==> config.mk <==
export PLATFORM = sky130hd
export DESIGN_NAME = csa_mac_accumulator
export DESIGN_NICKNAME = d
export VERILOG_FILES = /design/src/rtl/mac_pkg.sv /design/src/rtl/eight_x_eight_mul.sv /design/src/rtl/csa_mac_accumulator.sv
export SDC_FILE = /design/constraint.sdc
export NUM_CORES = 1
export LEC_CHECK = 0
export ABC_AREA = 1
export CAP_MARGIN = 20
export CORE_MARGIN = 2
export CORE_UTILIZATION = 40
export DETAILED_ROUTE_END_ITERATION = 7
export PLACE_DENSITY = 0.61
export SKIP_LAST_GASP = 1
export SYNTH_ARGS = -nofsm -noshare
export SYNTH_HDL_FRONTEND = slang
export SYNTH_SLANG_ARGS = --single-unit
==> constraint.sdc <==
create_clock -name clk -period 6.7 [get_ports clk]
set_clock_uncertainty 0.2 [all_clocks]
set_input_delay 0.67 -clock clk [delete_from_list [all_inputs] [get_ports clk]]
set_output_delay 0.67 -clock clk [all_outputs]
set_load 0.02 [all_outputs]
==> src/rtl/mac_pkg.sv <==
// Shared types and constants for the carry-save MAC accumulator.
package mac_pkg;

  typedef enum logic [1:0] {
    ST_IDLE = 2'd0,
    ST_RUN  = 2'd1,
    ST_DONE = 2'd2
  } state_t;

  localparam int ACC_W_MIN = 16;
  localparam int ACC_W_MAX = 32;
  localparam int PROD_W    = 16;

endpackage

==> src/rtl/eight_x_eight_mul.sv <==
// Unsigned 8x8 carry-save array multiplier: rows are compressed 3:2 into
// sum/carry vectors and resolved by one final carry-propagate add.
module eight_x_eight_mul
  import mac_pkg::*;
(
  input  logic [7:0]        a_i,
  input  logic [7:0]        b_i,
  output logic [PROD_W-1:0] p_o
);

  logic [PROD_W-1:0] sum_v;
  logic [PROD_W-1:0] carry_v;
  logic [PROD_W-1:0] pp;
  logic [PROD_W-1:0] nsum;
  logic [PROD_W-1:0] ncarry;

  // Carries shifted past bit 15 are multiples of 2^16 and drop out exactly.
  always_comb begin
    sum_v   = '0;
    carry_v = '0;
    pp      = '0;
    nsum    = '0;
    ncarry  = '0;
    for (int i = 0; i < 8; i++) begin
      pp      = {8'b0, (a_i & {8{b_i[i]}})} << i;
      nsum    = sum_v ^ carry_v ^ pp;
      ncarry  = ((sum_v & carry_v) | (sum_v & pp) | (carry_v & pp)) << 1;
      sum_v   = nsum;
      carry_v = ncarry;
    end
  end

  assign p_o = sum_v + carry_v;

endmodule

==> src/rtl/csa_mac_accumulator.sv <==
// Streaming multiply-accumulate: operand register -> 8x8 multiplier ->
// product register -> wide accumulator, framed by start/len and a result handshake.
module csa_mac_accumulator
  import mac_pkg::*;
#(
  parameter int ACC_W = 24,
  parameter int LEN_W = 8
) (
  input  logic             clk,
  input  logic             rst,
  input  logic             start,
  input  logic [LEN_W-1:0] len,
  input  logic             in_valid,
  output logic             in_ready,
  input  logic [7:0]       a,
  input  logic [7:0]       b,
  output logic             out_valid,
  input  logic             out_ready,
  output logic [ACC_W-1:0] acc_out,
  output logic             overflow,
  output logic             busy,
  output state_t           state_dbg
);

  // Handshakes: a transfer happens on a rising edge where valid && ready;
  // valid never waits on ready, and ready only reflects free capacity.

  state_t state_q, state_d;

  logic [LEN_W-1:0]  len_q, len_d;
  logic [LEN_W-1:0]  issued_q, issued_d;
  logic [LEN_W-1:0]  acc_cnt_q, acc_cnt_d;
  logic [7:0]        op_a_q, op_a_d;
  logic [7:0]        op_b_q, op_b_d;
  logic              s1_valid_q, s1_valid_d;
  logic [PROD_W-1:0] prod_q, prod_d;
  logic              s2_valid_q, s2_valid_d;
  logic [ACC_W-1:0]  acc_q, acc_d;
  logic              ovf_q, ovf_d;

  logic [PROD_W-1:0] mul_p;
  logic [ACC_W:0]    acc_sum;
  logic              job_start;
  logic              issue_fire;
  logic              last_acc;

  eight_x_eight_mul u_mul (
    .a_i (op_a_q),
    .b_i (op_b_q),
    .p_o (mul_p)
  );

  assign job_start  = (state_q == ST_IDLE) && start;
  assign issue_fire = in_valid && in_ready;
  assign last_acc   = s2_valid_q && (acc_cnt_q == len_q - LEN_W'(1));
  assign acc_sum    = {1'b0, acc_q} + {{(ACC_W + 1 - PROD_W){1'b0}}, prod_q};

  always_ff @(posedge clk or posedge rst) begin
    if (rst) begin
      state_q <= ST_IDLE;
    end else begin
      state_q <= state_d;
    end
  end

  always_comb begin
    state_d = state_q;
    case (state_q)
      ST_IDLE: if (start) state_d = (len == '0) ? ST_DONE : ST_RUN;
      ST_RUN:  if (last_acc) state_d = ST_DONE;
      ST_DONE: if (out_ready) state_d = ST_IDLE;
      default: state_d = ST_IDLE;
    endcase
  end

  always_comb begin
    in_ready  = (state_q == ST_RUN) && (issued_q < len_q);
    out_valid = (state_q == ST_DONE);
    busy      = (state_q != ST_IDLE);
    state_dbg = state_q;
  end

  // Datapath next-state; the pipeline is always empty outside RUN.
  always_comb begin
    len_d      = len_q;
    issued_d   = issued_q;
    acc_cnt_d  = acc_cnt_q;
    op_a_d     = op_a_q;
    op_b_d     = op_b_q;
    s1_valid_d = issue_fire;
    prod_d     = prod_q;
    s2_valid_d = s1_valid_q;
    acc_d      = acc_q;
    ovf_d      = ovf_q;
    if (job_start) begin
      acc_d      = '0;
      ovf_d      = 1'b0;
      s1_valid_d = 1'b0;
      s2_valid_d = 1'b0;
      if (len != '0) begin
        len_d     = len;
        issued_d  = '0;
        acc_cnt_d = '0;
      end
    end else begin
      if (issue_fire) begin
        op_a_d   = a;
        op_b_d   = b;
        issued_d = issued_q + LEN_W'(1);
      end
      if (s1_valid_q) prod_d = mul_p;
      if (s2_valid_q) begin
        acc_d     = acc_sum[ACC_W-1:0];
        ovf_d     = ovf_q | acc_sum[ACC_W];
        acc_cnt_d = acc_cnt_q + LEN_W'(1);
      end
    end
  end

  always_ff @(posedge clk or posedge rst) begin
    if (rst) begin
      len_q      <= '0;
      issued_q   <= '0;
      acc_cnt_q  <= '0;
      op_a_q     <= '0;
      op_b_q     <= '0;
      s1_valid_q <= 1'b0;
      prod_q     <= '0;
      s2_valid_q <= 1'b0;
      acc_q      <= '0;
      ovf_q      <= 1'b0;
    end else begin
      len_q      <= len_d;
      issued_q   <= issued_d;
      acc_cnt_q  <= acc_cnt_d;
      op_a_q     <= op_a_d;
      op_b_q     <= op_b_d;
      s1_valid_q <= s1_valid_d;
      prod_q     <= prod_d;
      s2_valid_q <= s2_valid_d;
      acc_q      <= acc_d;
      ovf_q      <= ovf_d;
    end
  end

  assign acc_out  = acc_q;
  assign overflow = ovf_q;

endmodule
* Yosys cells after proc, flatten, opt, wreduce, memory -nomap -nowiden
Index checks and enable logic that the tools add are counted.
Operators by class: add/sub/neg operators 5, $mul 0, divide/modulo/power cells 0, magnitude comparators 1, equality and inequality tests 7, shift operators 0, mux-type cells 16, bitwise gates (word level) 54, reduce and logical (&&, ||, !) cells 16
Operators with widths (count):
- bitwise OR 15 bit | 12
- AND 15 bit | 8
- bitwise XOR 16 bit | 6
- AND 8 bit | 8
- two-way mux 24 bit | 2
- two-way mux 8 bit | 5
- AND 15 x 10 -> 15 bit | 2
- AND 15 x 11 -> 15 bit | 2
- AND 15 x 12 -> 15 bit | 2
- AND 15 x 13 -> 15 bit | 2
- AND 15 x 14 -> 15 bit | 2
- adder 24 x 16 -> 25 bit | 1
- adder 16 bit | 1
- adder 8 x 1 -> 8 bit, second input constant | 2
- bitwise XOR 16 x 10 -> 16 bit | 1
- bitwise XOR 16 x 11 -> 16 bit | 1
- bitwise XOR 16 x 12 -> 16 bit | 1
- bitwise XOR 16 x 13 -> 16 bit | 1
- bitwise XOR 16 x 14 -> 16 bit | 1
- bitwise XOR 16 x 15 -> 16 bit | 1
- AND reduction 2 bit | 5
- AND 8 x 9 -> 9 bit | 1
- bitwise XOR 8 x 9 -> 9 bit | 1
- equality test 8 bit | 1
- 17 further kinds | 30
Word-level totals: register bits 85, bits in latches 0, RAM bits 0, bits in read-only memories 0, bits of input ports 29, output and inout port bits 30, word-level logic and storage cells 110, memories kept 0

* Depth between registers and ports, before layout
Gate-level depths: netlist of the first run.
depth in word-level cells 21, gate-level depth with buffers 23, gate-level depth less buffers 22

* Hierarchy
Synthesis of the first run repeated with hierarchy kept, for this count alone.
Second synthesis, totals: cells, all modules 952, area total of the unflattened synthesis 6827.8 µm²
By module, submodules not included:
- csa_mac_accumulator | instances 1, cells an instance 721, area each 5102.4 µm², sequential area each 2127.0 µm²
- eight_x_eight_mul | instances 1, cells an instance 231, area each 1725.4 µm², sequential area each 0.0 µm²

* Worst setup path after synthesis of the first run
OpenSTA, ideal clock, no wires.
path kind reg-to-reg, start point register op_a_q[7], end point register prod_q[14], library setup time 0.118 ns, arrival time 5.133 ns, required time 6.382 ns, slack 1.248 ns, cell stages (with the launch flop) 24, buffers on the path 1, clock period less this slack 5.452 ns, cell sequence dfrtp_1 clkbuf_1 nand2_1 inv_1 ha_1 inv_1 fa_1 fa_1 fa_1 fa_1 fa_1 fa_1 inv_1 ha_1 inv_1 fa_1 o21ai_0 nand2_1 nand2_1 nand2_1 nand2_1 nand2_1 nand3_1 nand2_1
Between the ends: word-level cells in the longest chain between the ends 21, elaborated cells on any way between the ends 53, those cells by class 1 x add/sub; 52 x bitwise
RTL lines:
- start: declaration | RTL line csa_mac_accumulator.sv:33 | logic [7:0] op_a_q, op_a_d;
- start signal: assignment | RTL line csa_mac_accumulator.sv:136 | op_a_q <= op_a_d;
- AND 8 bit | RTL line eight_x_eight_mul.sv:25 | pp = {8'b0, (a_i & {8{b_i[i]}})} << i;
- bitwise XOR 8 x 9 -> 9 bit / AND 8 x 9 -> 9 bit (equally long branches) | RTL line eight_x_eight_mul.sv:26, eight_x_eight_mul.sv:27
- AND 15 bit / AND 15 x 10 -> 15 bit (equally long branches) | RTL line eight_x_eight_mul.sv:27 | ncarry = ((sum_v & carry_v) | (sum_v & pp) | (carry_v & pp)) << 1;
- bitwise OR 15 bit (2 in series) | RTL line eight_x_eight_mul.sv:27
- AND 15 bit | RTL line eight_x_eight_mul.sv:27
- bitwise OR 15 bit (2 in series) | RTL line eight_x_eight_mul.sv:27
- AND 15 bit | RTL line eight_x_eight_mul.sv:27
- bitwise OR 15 bit (2 in series) | RTL line eight_x_eight_mul.sv:27
- AND 15 bit | RTL line eight_x_eight_mul.sv:27
- bitwise OR 15 bit (2 in series) | RTL line eight_x_eight_mul.sv:27
- AND 15 bit | RTL line eight_x_eight_mul.sv:27
- bitwise OR 15 bit (2 in series) | RTL line eight_x_eight_mul.sv:27
- AND 15 bit | RTL line eight_x_eight_mul.sv:27
- bitwise OR 15 bit (2 in series) | RTL line eight_x_eight_mul.sv:27
- adder 16 bit * | RTL line eight_x_eight_mul.sv:33 | assign p_o = sum_v + carry_v;
- end signal: assignment | RTL line csa_mac_accumulator.sv:139 | prod_q <= prod_d;
- end: declaration | RTL line csa_mac_accumulator.sv:36 | logic [PROD_W-1:0] prod_q, prod_d;
Mark *: on every way between the ends. The rest lies on a longest branch, timed or not. A chain may end at the register's enable or synchronous reset.

* Worst setup path after layout of the first run
start point register op_b_q[0], end point register prod_q[14]
Between the ends: word-level cells in the longest chain between the ends 21, elaborated cells on any way between the ends 46, those cells by class 1 x add/sub; 45 x bitwise
RTL lines:
- start: declaration | RTL line csa_mac_accumulator.sv:34 | logic [7:0] op_b_q, op_b_d;
- start signal: assignment | RTL line csa_mac_accumulator.sv:137 | op_b_q <= op_b_d;
- AND 8 bit * | RTL line eight_x_eight_mul.sv:25
- bitwise XOR 8 x 9 -> 9 bit / AND 8 x 9 -> 9 bit (equally long branches) | RTL line eight_x_eight_mul.sv:26, eight_x_eight_mul.sv:27
- AND 15 bit / AND 15 x 10 -> 15 bit (equally long branches) | RTL line eight_x_eight_mul.sv:27
- bitwise OR 15 bit (2 in series) | RTL line eight_x_eight_mul.sv:27
- AND 15 bit | RTL line eight_x_eight_mul.sv:27
- bitwise OR 15 bit (2 in series) | RTL line eight_x_eight_mul.sv:27
- AND 15 bit | RTL line eight_x_eight_mul.sv:27
- bitwise OR 15 bit (2 in series) | RTL line eight_x_eight_mul.sv:27
- AND 15 bit | RTL line eight_x_eight_mul.sv:27
- bitwise OR 15 bit (2 in series) | RTL line eight_x_eight_mul.sv:27
- AND 15 bit | RTL line eight_x_eight_mul.sv:27
- bitwise OR 15 bit (2 in series) | RTL line eight_x_eight_mul.sv:27
- AND 15 bit | RTL line eight_x_eight_mul.sv:27
- bitwise OR 15 bit (2 in series) | RTL line eight_x_eight_mul.sv:27
- adder 16 bit * | RTL line eight_x_eight_mul.sv:33
Marks and branches as above.

==> flow_metrics.py, run 1 <==
metrics = {
    "sta": {
        "tns_ps": 0,
        "rsz0062_at_grt": "false",
        "worst_slew_pin_slew_ps": 767,
        "hold_viol": 0,
        "slew_headroom_pct": 48.8,
        "period_share_pct": 84.0,
        "post-route-min-period_ps": 5630,
        "setup_viol": 0,
        "fmax_ghz": 0.178,
        "finalMaxSlewViolations": 0,
    },
    "clock_tree": {
        "post_cts_buffers": 0,
        "root_buffer": "clkbuf_16",
        "numCtsBuffers": 9,
        "cts.clk_slew.worst_paths_ps": 70,
        "cts_resized": 0,
        "numClockSinks": 85,
        "holdBufCountCts": 0,
        "htree_levels": 3,
        "cts_tree": "built",
        "clk_latency_ps": 350,
        "cts_buffer_depth": 2,
    },
    "final_layout": {
        "fill_cells": 1716,
        "nNetsFinal": 1085,
        "final_layout_size_suffix_gt1_share_pct": 3.28,
        "syn2layout_area_growth_pct": 15.5,
        "antenna_cells": 0,
        "final_cell_area_mm2": 0.00781,
    },
    "synth": {
        "syn_avg_cell_area_um2": 7.27,
        "synth_top_area_share_pct": 31.5,
        "synthCells": 930,
        "yosysTopAreaCell": "dfrtp_1",
        "seq_area_frac_synth_pct": 31.5,
        "syn_nets": 1043,
        "yosysWarnings": 0,
        "yosys-top-cells-area": "dfrtp_1, nand2_1, fa_1, inv_1, ha_1",
        "yosys.cell_types.count": 38,
        "synthTopCellsByCount": "nand2_1, inv_1, dfrtp_1",
        "yosys.cell_count.top_type": "nand2_1",
        "synth_edf_count": 0,
        "async_flop_share_pct": 100,
        "netlist_area_mm2": 0.00676,
        "ys_seq_elements": 85,
        "synth-main-ff-cell": "dfrtp_1",
    },
    "critical_path": {
        "cp-start-kind": "flop",
        "required_ps": 6740,
        "r2r_cells": 22,
        "cpMaxStageDelayCell": "fa_1",
        "path_depth": 22,
        "critical_path.max_stage_delay_ps": 510,
        "endpoint_kind": "flop",
        "cp_data_arrival_time_ps": 5670,
        "critPathMaxFanout": 9,
        "cpLargestDelayFamily": "adder cells",
        "cp_num_buf_inv": 4,
        "timing_worst_setup_path_type": "reg -> reg",
        "path_cells": "nand2_1 -> inv_1 -> ha_1 -> inv_1 -> fa_1 -> fa_1 -> fa_1 -> fa_1 -> fa_1 -> fa_1 -> inv_1 -> ha_1 -> inv_1 -> fa_1 -> o21ai_0 -> nand2_1 -> nand2_1 -> nand2_1 -> nand2_1 -> nand2_1 -> nand3_1 -> nand2_1",
    },
    "detailed_routing": {
        "drtIter0Drc": 290,
        "dr.pass1.iters": 5,
        "wirelength_um": 14700,
        "ant_nets": 0,
        "vias_per_cell": 4.70,
        "drc": 0,
        "wl_per_cell_um": 12.3,
        "num_vias": 5628,
    },
    "power": {
        "power.total_uw": 3530,
        "peakVddDrop_mv": 0.212,
        "leakage_uw": 0.00395,
        "power_density_mw_per_mm2": 452,
    },
    "floorplanning": {
        "die_area_mm2": 0.0180,
        "io-pin-count": 59,
        "die_h_um": 134,
        "start_util_pct": 40.8,
        "num_rows": 47,
        "die_x_um": 134,
        "core_mm2": 0.0166,
    },
    "placement": {
        "gp_congestion": 0.840,
        "portBuffers": 58,
        "dpl_cell_area_mm2": 0.00751,
        "place_hpwl_um": 11600,
    },
    "global_route": {
        "grt_util_all_layers_pct": 17.9,
        "grt_pass1_vias": 5470,
        "antenna_found_initial": 0,
        "grt_max_degree": 59,
        "gr-total-overflow": 0,
        "grt_pass1_wl_um": 25800,
    },
    "min_path": {
        "hold_path_depth": 2,
        "hp-class": "reg -> reg",
    },
    "flow_run": {
        "cap_violations": 0,
    },
    "outcome": {
        "outcome": "finished, final reports clean",
    },
}
[power breakdown]
group          leakage, µW  switching, µW  internal, µW
registers          0.00112            248           683
logic              0.00269           1220           857
clock network     0.000145            226           293
total              0.00395           1700          1830
[state kept, by name (all words and copies together), names as in the netlist, 2 cells and up]
name	flops
acc_cnt_q	8
acc_out	24
issued_q	8
len_q	8
op_a_q	8
op_b_q	8
prod_q	16
state_dbg	2
[final cells by class]
class / count / area, µm² / area share (%)
clock buffers: 10 / 229 / 2.93
clock inverters: 6 / 71.3 / 0.913
inverters: 141 / 534 / 6.84
multi-input cells: 675 / 3980 / 50.9
flip-flops and latches: 85 / 2130 / 27.2
well taps: 220 / 275 / 3.53
repair buffers: 60 / 596 / 7.63
[worst min-delay path: cells and delay by family, from the launching register on]
kind	cells	cell delay, ps
DFF	1	350
and+or+nand+nor	2	100
[worst paths after layout]
| kind | from | end | slack [ps] |
|---|---|---|---|
| hold reg to reg | overflow$_DFFE_PP0P_ | overflow$_DFFE_PP0P_ | 280 |
| max in group asynchronous | rst | prod_q[13]$_DFFE_PP0P_ | 4770 |
| min in group asynchronous | rst | state_dbg[1]$_DFFE_PP0P_ | 440 |
| hold / removal | overflow$_DFFE_PP0P_ | overflow$_DFFE_PP0P_ | 280 |
| setup reg to reg | op_b_q[0]$_DFFE_PP0P_ | prod_q[14]$_DFFE_PP0P_ | 1070 |
| setup / recovery | op_b_q[0]$_DFFE_PP0P_ | prod_q[14]$_DFFE_PP0P_ | 1070 |
[through the flow]
step	utilization, %	setup WS [ps]	cells	hold slack [ps]
3_3_place_gp	45.3	1160	1181	268
2_1_floorplan	-	1250	930	253
5_1_grt	47.1	627	1197	332
3_5_place_dp	45.3	1060	1181	269
4_1_cts	47.1	1030	1197	287
6_report	47.1	1070	1197	280
[cells by family after synthesis]
kind of cell	after synthesis	synth area share [%]
AO/OA/AOI/OAI	76	6.11
XOR/XNOR	17	2.41
adder cells (fa/ha/maj)	84	20.4
AND/OR/NAND/NOR	498	29.9
flip-flops	85	31.5
buffers and inverters	170	9.75
[metal layers]
metal	routed length (µm)	up-vias	global-route usage [%]
met3	417	15	2.53
li1	-	2947	-
met2	6720	98	29.2
met5	0	-	0
met1	7330	2568	24.5
met4	238	0	6.14
[layout by cell type, fill, tap and decap left out, drive strengths merged, types with 2 or more instances in the layout]
cell type | netlist | routed
nand2 | 351 | 351
inv | 139 | 140
dfrtp | 85 | 85
nor2 | 69 | 69
clkdlybuf4s50 | 0 | 58
nand3 | 54 | 54
fa | 44 | 44
o21ai | 42 | 42
ha | 40 | 40
a21oi | 27 | 27
nor3 | 10 | 10
xnor2 | 10 | 10
clkbuf | 20 | 10
xor2 | 6 | 6
nand4 | 6 | 6
clkinv | 2 | 5
nand3b | 3 | 3
o22ai | 2 | 2
or2 | 2 | 2
buf | 9 | 2
Note: power is estimated with default switching activity, not from simulation.
==> run 2, diff against run 1 <==
==> constraint.sdc (replaced) <==
create_clock -name clk -period 5.2 [get_ports clk]
set_clock_uncertainty 0.2 [all_clocks]
set_input_delay 0.52 -clock clk [delete_from_list [all_inputs] [get_ports clk]]
set_output_delay 0.52 -clock clk [all_outputs]
set_load 0.02 [all_outputs]
==> run 2 against run 1 <==
Against the previous run:
- wire length grew 2.4%
- global-route usage grew 0.22 points
- via count grew 0.64%
- worst hold slack gained 11 ps
- total power grew 36%
- sequential power grew 22%
- sequential share of layout area shrank 0.70 points
- critical path type unchanged
- critical endpoint unchanged
- largest cell class unchanged
==> flow_metrics.py, run 2 (same netlist as run 1, synthesis figures left out) <==
metrics = {
    "outcome": {
        "outcome": "finished, final reports clean",
    },
    "min_path": {
        "hp-class": "reg -> reg",
    },
    "placement": {
        "portBuffers": 58,
        "placed_cells": 1197,
        "place_hpwl_um": 11800,
        "gp_congestion": 0.864,
    },
    "sta": {
        "rsz0062_at_grt": "true",
        "setup_viol": 0,
        "period_share_pct": 98.1,
        "finalMaxSlewViolations": 0,
        "worst_slew_pin_slew_ps": 913,
        "hold_viol": 0,
        "fmax_ghz": 0.196,
        "post-route-min-period_ps": 5100,
        "tns_ps": 0,
        "holdWs_ps": 291,
        "slew_headroom_pct": 39.0,
    },
    "clock_tree": {
        "htree_levels": 3,
        "root_buffer": "clkbuf_16",
        "cts_buffer_depth": 2,
        "holdBufCountCts": 0,
        "clk_latency_ps": 350,
        "numClockSinks": 85,
        "cts_tree": "built",
        "cts.clk_slew.worst_paths_ps": 60,
        "numCtsBuffers": 9,
    },
    "detailed_routing": {
        "vias_per_cell": 4.67,
        "drc": 0,
        "wl_per_cell_um": 12.4,
        "drtIter0Drc": 288,
        "ant_nets": 0,
        "wirelength_um": 15100,
        "dr.pass1.iters": 5,
        "num_vias": 5664,
    },
    "critical_path": {
        "critical_path.max_stage_delay_ps": 570,
        "timing.critical_path.mode_cell": "nand2_1",
        "required_ps": 5230,
        "timing_worst_setup_path_type": "reg -> reg",
        "cp-start-kind": "flop",
        "cpLargestDelayFamily": "adder cells",
        "path_cells": "nand2_1 -> inv_2 -> ha_4 -> inv_2 -> fa_1 -> fa_1 -> fa_1 -> fa_1 -> fa_1 -> fa_1 -> inv_1 -> ha_2 -> inv_2 -> fa_2 -> o21ai_2 -> nand2_1 -> nand2_1 -> nand2_1 -> nand2_1 -> nand2_1 -> nand3_1 -> nand2_1",
        "critPathMaxFanout": 5,
        "cp_data_arrival_time_ps": 5130,
        "endpoint_kind": "flop",
        "cpMaxStageDelayCell": "fa_1",
        "cp_num_buf_inv": 4,
    },
    "floorplanning": {
        "die_area_mm2": 0.0180,
        "die_h_um": 134,
        "core_mm2": 0.0166,
        "die_x_um": 134,
        "num_rows": 47,
        "start_util_pct": 40.8,
        "io-pin-count": 59,
    },
    "global_route": {
        "grt_pass1_wl_um": 26300,
        "grt_util_all_layers_pct": 18.1,
        "gr-total-overflow": 0,
        "grt_max_degree": 51,
        "grt_pass1_vias": 5560,
        "antenna_found_initial": 0,
    },
    "power": {
        "leakage_uw": 0.00404,
        "power.total_uw": 4810,
        "power_density_mw_per_mm2": 600,
        "peakVddDrop_mv": 0.336,
    },
    "flow_run": {
        "cap_violations": 0,
    },
    "final_layout": {
        "antenna_cells": 0,
        "final_common_cell": "nand2_1",
        "final_cell_mix": "nand2_1, inv_1, dfrtp_1",
        "largest_register_ffs": 24,
        "syn2layout_area_growth_pct": 18.5,
        "finalCoreUtilization_pct": 48.3,
        "fill_cells": 1684,
        "final_layout_size_suffix_gt1_share_pct": 6.74,
        "nNetsFinal": 1102,
        "instances_no_fill": 1214,
    },
}
[run 2: worst min-delay path, stage by stage (launching register included)]
cell and delay, ps:
dfrtp_1 350, nand2_1 50, nand2_1 50
[run 2: power breakdown]
group	internal (µW)	leakage, µW	total [µW]	switching [µW]
logic	1270	0.00277	2950	1690
clock network	423	0.000150	707	283
registers	881	0.00112	1140	264
[run 2: through the flow]
step                worst slack (ps)  instance area, µm²
floorplan                       1.07                6780
global placement               -18.6                7630
detailed placement             -46.6                7630
CTS                             2.86                7960
global route                    -165                8020
finish                          98.3                8020
[run 2: worst paths after layout]
| path | startpoint | endpoint | slack [ps] | depth (start not counted) |
|---|---|---|---|---|
| worst max-delay path | op_b_q[1]$_DFFE_PP0P_ | prod_q[14]$_DFFE_PP0P_ | 100 | 22 |
| worst min-delay path | overflow$_DFFE_PP0P_ | overflow$_DFFE_PP0P_ | 290 | 2 |
| worst max register to register | op_b_q[1]$_DFFE_PP0P_ | prod_q[14]$_DFFE_PP0P_ | 100 | 22 |
| worst min register to register | overflow$_DFFE_PP0P_ | overflow$_DFFE_PP0P_ | 290 | 2 |
| max in group asynchronous | rst | op_a_q[0]$_DFFE_PP0P_ | 3350 | 3 |
| min in group asynchronous | rst | len_q[6]$_DFFE_PP0P_ | 460 | 2 |
[run 2: per-layer routing]
layer  wire length [µm]  track usage, %  vias up
li1                   -               -     2980
met1               7610            25.3     2595
met2               6870            29.7       81
met3                483            3.40        8
met4                112            3.74        0
met5                  0               0        -
[run 2: repair_timing]
action	4_1_cts	5_1_grt
cloned	0	0
setup buffers	1	0
endpoints found under the setup margin	2	6
resized for setup	0	18
pin swaps	8	8
[run 2: final cells by class]
class	instances	area [µm²]	area share (%)
tap	220	275	3.43
clock buffer	11	233	2.90
sequential	85	2130	26.5
inverter	141	534	6.67
multi-input combinational	675	4040	50.4
clock inverter	5	85.1	1.06
timing repair buffer	77	723	9.02
==> run 3, diff against run 2 <==
--- a/config.mk
+++ b/config.mk
@@ -7,7 +7,7 @@
 export LEC_CHECK = 0
 export ABC_AREA = 1
 export CAP_MARGIN = 20
-export CORE_MARGIN = 2
+export CORE_MARGIN = 1.5
 export CORE_UTILIZATION = 40
 export DETAILED_ROUTE_END_ITERATION = 7
 export PLACE_DENSITY = 0.61
==> run 3 against run 2 <==
Against the previous run:
- worst hold slack lost 46 ps
- largest power group unchanged
- count of clock-buffer cells in the layout shrank 1
- highest routed layer unchanged
- via count grew 0.97%
- global-route usage grew 0.33 points
- sequential power is essentially flat
- sequential cell count is the same
==> flow_metrics.py, run 3 (same netlist as run 1, synthesis figures left out) <==
metrics = {
    "detailed_routing": {
        "ant_nets": 0,
        "vias_per_cell": 4.70,
        "num_vias": 5719,
        "drc": 0,
        "wirelength_um": 15000,
        "dr.pass1.iters": 4,
        "drtIter0Drc": 287,
        "wl_per_cell_um": 12.3,
    },
    "final_layout": {
        "final_cell_mix": "nand2_1, inv_1, dfrtp_1",
        "finalCoreUtilization_pct": 48.4,
        "syn2layout_area_growth_pct": 18.2,
        "largest_register_ffs": 24,
        "final_layout_size_suffix_gt1_share_pct": 7.53,
        "final_common_cell": "nand2_1",
        "antenna_cells": 0,
        "nNetsFinal": 1104,
        "instances_no_fill": 1216,
    },
    "clock_tree": {
        "clk_latency_ps": 340,
        "cts_buffer_depth": 2,
        "holdBufCountCts": 0,
        "numClockSinks": 85,
        "cts_tree": "built",
        "numCtsBuffers": 9,
        "htree_levels": 3,
        "cts.clk_slew.worst_paths_ps": 70,
        "root_buffer": "clkbuf_16",
    },
    "power": {
        "leakage_uw": 0.00403,
        "peakVddDrop_mv": 0.275,
        "power_density_mw_per_mm2": 591,
    },
    "critical_path": {
        "critPathMaxFanout": 5,
        "timing_worst_setup_path_type": "reg -> reg",
        "path_cells": "nand2_1 -> inv_2 -> ha_4 -> inv_2 -> fa_1 -> fa_1 -> fa_1 -> fa_1 -> fa_1 -> fa_1 -> inv_1 -> ha_2 -> inv_2 -> fa_2 -> o21ai_2 -> nand2_1 -> nand2_1 -> nand2_1 -> nand2_1 -> nand2_1 -> nand3_1 -> nand2_1",
        "timing.critical_path.mode_cell": "nand2_1",
        "critical_path.max_stage_delay_ps": 560,
        "cp-start-kind": "flop",
        "cp_data_arrival_time_ps": 5140,
        "cpMaxStageDelayCell": "fa_1",
        "endpoint_kind": "flop",
        "required_ps": 5230,
    },
    "sta": {
        "worst_slew_pin_slew_ps": 826,
        "period_share_pct": 98.2,
        "rsz0062_at_grt": "true",
        "slew_headroom_pct": 45.0,
        "fmax_ghz": 0.196,
        "fin_ws_ps": 94.2,
        "hold_viol": 0,
        "holdWs_ps": 244,
        "finalMaxSlewViolations": 0,
        "tns_ps": 0,
        "setup_viol": 0,
        "post-route-min-period_ps": 5110,
    },
    "placement": {
        "place_hpwl_um": 11700,
        "post-place-ws_ps": -49.1,
        "portBuffers": 58,
        "placed_cells": 1197,
        "gp_congestion": 0.832,
    },
    "global_route": {
        "grt_max_degree": 67,
        "antenna_found_initial": 0,
        "grt_pass1_vias": 5574,
        "gr-total-overflow": 0,
        "grt_util_all_layers_pct": 18.5,
        "grt_pass1_wl_um": 26500,
    },
    "flow_run": {
        "cap_violations": 0,
    },
    "floorplanning": {
        "num_rows": 47,
        "die_x_um": 133,
        "start_util_pct": 40.9,
        "die_area_mm2": 0.0177,
        "die_h_um": 133,
        "core_mm2": 0.0165,
        "io-pin-count": 59,
    },
    "outcome": {
        "outcome": "finished, final reports clean",
    },
    "min_path": {
        "hp-class": "in -> async",
    },
}
-- run 3: routing by layer --
metal	part of all wire, %	global-route usage (%)	vias to the layer above
met3	2.3	2.53	15
met1	51	26.0	2656
met4	1.5	5.37	0
li1	-	-	2982
met2	46	29.7	66
met5	0	0	-
-- run 3: worst paths after layout --
check	from	end	slack, ps	cells after the start
worst max-delay path	op_b_q[0]$_DFFE_PP0P_	prod_q[14]$_DFFE_PP0P_	90	22
worst min-delay path	rst	state_dbg[0]$_DFFE_PP0P_	240	2
worst max register to register	op_b_q[0]$_DFFE_PP0P_	prod_q[14]$_DFFE_PP0P_	90	22
worst min register to register	overflow$_DFFE_PP0P_	overflow$_DFFE_PP0P_	290	2
max in group asynchronous	rst	acc_out[11]$_DFFE_PP0P_	3430	3
min in group clk	overflow$_DFFE_PP0P_	overflow$_DFFE_PP0P_	290	2
-- run 3: through the flow --
stage | instance area (µm²) | total power (µW)
after CTS | 7940 | 4690
after global routing | 8000 | 5340
after detailed placement | 7630 | 4030
after global placement | 7630 | 4000
final | 8000 | 4730
after floorplan | 6780 | 3280
-- run 3: cell type report --
cell class                      instances  area, µm²
Inverter                              141        534
Tap cell                              220        275
Sequential cell                        85       2130
Clock inverter                          6       45.0
Clock buffer                           10        239
Multi-Input combinational cell        675       4040
Fill cell                            1661       8530
Timing Repair Buffer                   79        738
-- run 3: power by group --
part           total, µW  switching (µW)  internal, µW
Combinational       2960            1690          1270
Clock                624             285           339
Sequential          1140             263           881
-- run 3: critical path: cells and delay by family (launching register included) --
kind	cells	cell delay [ps]
AO/OA/AOI/OAI	1	130
buffers and inverters	4	210
flip-flops	1	410
AND/OR/NAND/NOR	8	510
adder cells (fa/ha/maj)	9	3570
-- run 3: what timing repair did --
| action | 4_1_cts | 5_1_grt |
|---|---|---|
| endpoints found under the setup margin | 2 | 6 |
| gates resized for setup | 6 | 17 |
| pin swaps | 9 | 7 |
| setup buffers | 1 | 2 |
